**src/rtl/store_pkg.sv**
```systemverilog
// Shared types and constants for the MEM-stage store buffer.
package store_pkg;

    localparam logic [1:0] SZ_BYTE = 2'b00;
    localparam logic [1:0] SZ_HALF = 2'b01;
    localparam logic [1:0] SZ_WORD = 2'b10;

    localparam logic [3:0] BE_ALL = 4'b1111;
    localparam logic [3:0] BE_LO  = 4'b0011;
    localparam logic [3:0] BE_HI  = 4'b1100;
    localparam logic [3:0] BE_B0  = 4'b0001;

    typedef enum logic {
        S_IDLE = 1'b0,
        S_REQ  = 1'b1
    } state_e;

    typedef struct packed {
        logic [29:0] waddr;
        logic [31:0] data;
        logic [3:0]  be;
    } entry_t;

    // Overwrite only the byte lanes selected by be.
    function automatic logic [31:0] merge_data(input logic [31:0] old_d,
                                               input logic [31:0] new_d,
                                               input logic [3:0]  be);
        logic [31:0] mask;
        mask = {{8{be[3]}}, {8{be[2]}}, {8{be[1]}}, {8{be[0]}}};
        return (old_d & ~mask) | (new_d & mask);
    endfunction

endpackage

```
**src/rtl/store_lane_align.sv**
```systemverilog
// Narrows register data to the addressed byte lanes and flags illegal size/alignment.
module store_lane_align
    import store_pkg::*;
(
    input  logic [1:0]  size_i,
    input  logic [1:0]  lane_i,
    input  logic [31:0] data_i,
    output logic [31:0] data_o,
    output logic [3:0]  be_o,
    output logic        illegal_o
);

    always_comb begin
        data_o    = data_i;
        be_o      = 4'b0000;
        illegal_o = 1'b0;
        case (size_i)
            SZ_BYTE: begin
                data_o = {4{data_i[7:0]}};
                be_o   = BE_B0 << lane_i;
            end
            SZ_HALF: begin
                data_o    = {2{data_i[15:0]}};
                be_o      = lane_i[1] ? BE_HI : BE_LO;
                illegal_o = lane_i[0];
            end
            SZ_WORD: begin
                be_o      = BE_ALL;
                illegal_o = (lane_i != 2'b00);
            end
            default: illegal_o = 1'b1;
        endcase
    end

endmodule

```
**src/rtl/store_buffer.sv**
```systemverilog
// Store queue with byte-lane narrowing and a req/ack drain port to data memory.
// Define STORE_MERGE_EN to let same-word stores merge into the not-yet-presented tail.
module store_buffer
    import store_pkg::*;
#(
    parameter int unsigned DEPTH = 4,
    parameter int unsigned CNT_W = 3
) (
    input  logic             clk_i,
    input  logic             rst_i,
    input  logic             st_valid_i,
    input  logic [1:0]       st_size_i,
    input  logic [31:0]      st_addr_i,
    input  logic [31:0]      st_data_i,
    output logic             st_ready_o,
    output logic             misalign_o,
    output logic             mem_req_o,
    output logic [31:0]      mem_addr_o,
    output logic [31:0]      mem_data_o,
    output logic [3:0]       mem_be_o,
    input  logic             mem_ack_i,
    output logic             empty_o,
    output logic [CNT_W-1:0] count_o
);

    localparam int unsigned PTR_W = (DEPTH > 1) ? $clog2(DEPTH) : 1;

    entry_t           fifo_q [DEPTH];
    logic [PTR_W-1:0] wr_ptr_q, rd_ptr_q;
    logic [CNT_W-1:0] count_q;
    state_e           state_q;
    logic             mem_req_q, misalign_q;
    logic [31:0]      mem_addr_q, mem_data_q;
    logic [3:0]       mem_be_q;

    logic [31:0]      al_data;
    logic [3:0]       al_be;
    logic             al_illegal;
    logic [PTR_W-1:0] tail_idx, load_idx;
    logic             full, merge_hit, accept, push, merge, pop;

    store_lane_align u_align (
        .size_i    (st_size_i),
        .lane_i    (st_addr_i[1:0]),
        .data_i    (st_data_i),
        .data_o    (al_data),
        .be_o      (al_be),
        .illegal_o (al_illegal)
    );

    assign tail_idx = wr_ptr_q - PTR_W'(1);
    assign full     = (count_q == CNT_W'(DEPTH));

`ifdef STORE_MERGE_EN
    // Tail must not be the presented head, nor the entry about to be loaded this edge.
    assign merge_hit = st_valid_i && !al_illegal && (count_q > CNT_W'(1))
                     && (fifo_q[tail_idx].waddr == st_addr_i[31:2])
                     && !((state_q == S_REQ) && mem_ack_i && (count_q == CNT_W'(2)));
`else
    assign merge_hit = 1'b0;
`endif

    assign st_ready_o = !full || merge_hit;
    assign accept     = st_valid_i && st_ready_o;
    assign push       = accept && !al_illegal && !merge_hit;
    assign merge      = accept && merge_hit;
    assign pop        = (state_q == S_REQ) && mem_ack_i;
    assign load_idx   = (state_q == S_IDLE) ? rd_ptr_q : rd_ptr_q + PTR_W'(1);

    // Entry storage carries no reset; validity is tracked by count and pointers.
    always_ff @(posedge clk_i) begin
        if (push) begin
            fifo_q[wr_ptr_q] <= '{waddr: st_addr_i[31:2], data: al_data, be: al_be};
        end else if (merge) begin
            fifo_q[tail_idx].be   <= fifo_q[tail_idx].be | al_be;
            fifo_q[tail_idx].data <= merge_data(fifo_q[tail_idx].data, al_data, al_be);
        end
    end

    always_ff @(posedge clk_i or negedge rst_i) begin
        if (!rst_i) begin
            wr_ptr_q   <= '0;
            rd_ptr_q   <= '0;
            count_q    <= '0;
            misalign_q <= 1'b0;
        end else begin
            if (push) wr_ptr_q <= wr_ptr_q + PTR_W'(1);
            if (pop)  rd_ptr_q <= rd_ptr_q + PTR_W'(1);
            count_q    <= count_q + CNT_W'(push) - CNT_W'(pop);
            misalign_q <= accept && al_illegal;
        end
    end

    // Drain FSM: holds the presented entry until acked, then chains the next head.
    always_ff @(posedge clk_i or negedge rst_i) begin
        if (!rst_i) begin
            state_q    <= S_IDLE;
            mem_req_q  <= 1'b0;
            mem_addr_q <= '0;
            mem_data_q <= '0;
            mem_be_q   <= '0;
        end else begin
            case (state_q)
                S_IDLE: begin
                    if (count_q != '0) begin
                        state_q    <= S_REQ;
                        mem_req_q  <= 1'b1;
                        mem_addr_q <= {fifo_q[load_idx].waddr, 2'b00};
                        mem_data_q <= fifo_q[load_idx].data;
                        mem_be_q   <= fifo_q[load_idx].be;
                    end
                end
                S_REQ: begin
                    if (mem_ack_i) begin
                        if (count_q > CNT_W'(1)) begin
                            mem_addr_q <= {fifo_q[load_idx].waddr, 2'b00};
                            mem_data_q <= fifo_q[load_idx].data;
                            mem_be_q   <= fifo_q[load_idx].be;
                        end else begin
                            state_q   <= S_IDLE;
                            mem_req_q <= 1'b0;
                        end
                    end
                end
                default: begin
                    state_q   <= S_IDLE;
                    mem_req_q <= 1'b0;
                end
            endcase
        end
    end

    assign misalign_o = misalign_q;
    assign mem_req_o  = mem_req_q;
    assign mem_addr_o = mem_addr_q;
    assign mem_data_o = mem_data_q;
    assign mem_be_o   = mem_be_q;
    assign empty_o    = (count_q == '0) && (state_q == S_IDLE);
    assign count_o    = count_q;

endmodule

```
**config.mk**
```make
export PLATFORM = sky130hd
export DESIGN_NAME = store_buffer
export DESIGN_NICKNAME = d
export VERILOG_FILES = /design/src/rtl/store_pkg.sv /design/src/rtl/store_lane_align.sv /design/src/rtl/store_buffer.sv
export SDC_FILE = /design/constraint.sdc
export NUM_CORES = 1
export LEC_CHECK = 0
export CORE_ASPECT_RATIO = 0.6
export CORE_MARGIN = 1
export CORE_UTILIZATION = 29
export CTS_CLUSTER_SIZE = 25
export DETAILED_ROUTE_END_ITERATION = 16
export PLACE_DENSITY_LB_ADDON = 0.3
export SETUP_SLACK_MARGIN = 0.3
export SLEW_MARGIN = 20
export SYNTH_ARGS = -nofsm -noshare
export SYNTH_HDL_FRONTEND = slang
export SYNTH_SLANG_ARGS = --single-unit
```
**constraint.sdc**
```tcl
create_clock -name clk_i -period 4.6 [get_ports clk_i]
set_input_delay 0.92 -clock clk_i [delete_from_list [all_inputs] [get_ports clk_i]]
set_output_delay 0.92 -clock clk_i [all_outputs]
set_load 0.01 [all_outputs]
```
==> out/results.tsv <==
stage	metric	value	unit
run_status	status	finished, final reports clean	
sta	finClkSkew	32.78	ps
route	wl_per_cell	24.21	µm
worst_hold_path	hp-class	input port to async pin	
die	core-area	50050	µm²
critical_path	cp_num_buf_inv	1	
sta	post-route-min-period	3353	ps
clock_network	cts_buffer_depth	3	
sta	timing.fmax	298.3	MHz
logic_synthesis	async_reset_ff_share	22.35	%
clock_network	clk_pin_slew	70	ps
die	die-area	52340	µm²
logic_synthesis	synth_edf_count	264	
logic_synthesis	yosysWarnings	0	
critical_path	arrival	2430	ps
logic_synthesis	syn_inst	1009	
critical_path	critPathCaptureType	output port	
critical_path	critPathMaxStageDelay	660	ps
sta	slew_headroom	20.94	%
die	rows	63	
clock_network	postCtsHoldBufs	0	
pwr	p_leak	6.199	nW
critical_path	crit_chain	nor4_1 -> clkdlybuf4s50_1	
sta	post-route-period-util	72.88	%
route	wl	44110	µm
sta	finalHoldViolations	0	
global_routing	grt_first_pass_wirelength	65970	µm
placed_design	dp_worst_setup_slack	780.8	ps
pwr	p_per_area	683.6	nW/µm²
clock_network	cts.sinks	340	
logic_synthesis	syn_area	14910	µm²
route	dr.pass1.iters	5	
logic_synthesis	synthDominantCellAreaShare	53.19	%
final_layout	antenna_cells	0	
critical_path	cp-start-kind	register	
critical_path	crit_required	3680	ps
pwr	vdd_drop_max	0.0006049	V
die	start_util	29.78	%
sta	rsz0062_at_grt	false	
global_routing	overflow	0	
route	drt_iter0_drc	857	
sta	setup_slack	1247	ps
sta	tightestPinTransition	1186	ps
logic_synthesis	synthDistinctLibCells	40	
placed_design	io_buffers	142	
flow_run	drv_cap	0	
clock_network	post_cts_buffers	0	
pwr	total_power	0.01242	W
clock_network	cts_resized	0	
clock_network	cts_buffers	36	
global_routing	grt_pass1_vias	10020	
critical_path	cp_max_fo	38	
logic_synthesis	yosys-top-cells-area	edfxtp_1 (53%), dfrtp_1 (13%), mux2_2 (6.3%), o221ai_1 (3.9%), a21o_1 (3.3%)	
die	pin_count	145	
final_layout	utilization	36.29	%
critical_path	crit_family	flip-flops	
clock_network	root_buffer	clkbuf_16	
sta	finalSetupViolCount	0	
placed_design	routabilityCongestion	0.7350	
clock_network	cts-htree-levels	2	
logic_synthesis	yosysSeqAreaShare	65.94	%
logic_synthesis	avgSynthCellArea	14.77	µm²
global_routing	antenna_found_initial	5	
logic_synthesis	synth_ff_type	edfxtp_1	
critical_path	critPathSlowestCell	dfrtp_4	
placed_design	dpl.hpwl	26160	µm
route	ant_nets	0	
global_routing	grt_max_degree	200	
final_layout	area.growth.synth_to_final	21.85	%
die	die_w	294.7	µm
route	drcViolationCount	0	
sta	hold_slack	443.0	ps
global_routing	grt_usage	16.79	%
critical_path	critPathKind	register to output port	
route	dr_total_vias	10060	
final_layout	nets	1191	
clock_network	cts_tree	yes	
clock_network	clk_latency	550	ps
final_layout	drive_above_1_share	17.54	%
sta	final_max_slew_viol_count	0	
die	die_h	177.6	µm
logic_synthesis	synth-seq-cells	340	
logic_synthesis	yosys.area.top_type	edfxtp_1	
sta	finalSetupTns	0	ps
route	vias_per_cell	5.519	
[cells by family (layout without fill, tap and decap cells)]
family	count (synthesis)	count (layout)	share of synthesized area [%]
DFF	340	340	65.94
muxes	92	92	6.875
adders and majority gates	8	8	0.7219
and+or+nand+nor	99	99	3.870
buffers and inverters	113	243	3.425
AOI/OAI and AO/OA	351	351	18.85
xor gates and xnor gates	5	5	0.2938
other	1	2	0.02516
[layout make-up]
class,count,area [µm²]
clock inverter,19,186.4
inverter,9,36.28
timing repair buffer,169,1647
tap,682,853.3
clock buffer,46,1001
multi-input combinational,557,4598
sequential,340,9841
fill,4731,31890
[synth_stat cells, types with 5 or more instances]
cell,number
inv_1,9
mux2_2,83
dfrtp_1,76
buf_2,30
ha_1,7
o211ai_1,66
o221ai_1,66
nand2_1,11
nor2_1,7
mux2i_1,9
buf_4,5
o22ai_1,66
edfxtp_1,264
clkbuf_1,61
a21oi_1,6
a21o_1,66
o21ai_0,10
or3_1,66
a221oi_1,46
a221oi_2,20
[stage by stage]
stage / area (µm²) / instances
2_1_floorplan: 14910 / 1010
4_1_cts: 18160 / 1822
5_1_grt: 18160 / 1822
6_report: 18160 / 1822
3_3_place_gp: 16980 / 1757
3_5_place_dp: 16980 / 1757
[state kept, by name, summed over array words and instances (netlist names)]
register / flops
rd_ptr_q: 2
state_q: 1
mem_be_o: 4
wr_ptr_q: 2
mem_data_o: 32
mem_req_o: 1
mem_addr_o: 30
misalign_o: 1
fifo_q: 264
count_o: 3
[path summary, 6_finish.rpt]
| kind | start | slack, ps | to | cells after the start |
|---|---|---|---|---|
| setup reg to reg | state_q$_DFF_PN0_ | 1280 | mem_data_o[9]$_DFFE_PN0P_ | 6 |
| hold / removal | rst_i | 440 | mem_data_o[2]$_DFFE_PN0P_ | 1 |
| hold reg to reg | mem_addr_o[10]$_DFFE_PN0P_ | 470 | mem_addr_o[10]$_DFFE_PN0P_ | 1 |
| max in group asynchronous | rst_i | 3220 | mem_data_o[26]$_DFFE_PN0P_ | 2 |
| min in group clk_i | mem_addr_o[10]$_DFFE_PN0P_ | 470 | mem_addr_o[10]$_DFFE_PN0P_ | 1 |
| setup / recovery | state_q$_DFF_PN0_ | 1250 | empty_o | 2 |
[per-layer routing]
layer	track usage, %	wire (µm)
met1	24.77	21050
met2	24.64	19090
met5	0	69
met4	4.536	807
met3	3.644	3092
[power breakdown]
group,switching (W),internal (W),total (W)
clock,0.00125,0.00172,0.00297
sequential,0.000388,0.00395,0.00434
combinational,0.00299,0.00211,0.00511
total,0.00464,0.00778,0.0124
[cell usage in the layout, fill, tap and decap left out, drive strengths merged, types with 2 or more instances in the layout]
cell type	n
o211ai	66
clkdlybuf4s50	141
o22ai	66
xnor2	4
conb	2
o21ai	10
clkbuf	46
o221ai	66
nand2b	2
a21oi	6
nor2	7
edfxtp	264
nand2	11
a21o	66
nor3	2
ha	7
dfrtp	76
buf	28
bufinv	3
and2	4
a221oi	66
clkinv	14
or3	66
clkinvlp	2
inv	9
mux2	83
mux2i	9
nor4	2
(Power assumes the default switching activity.)
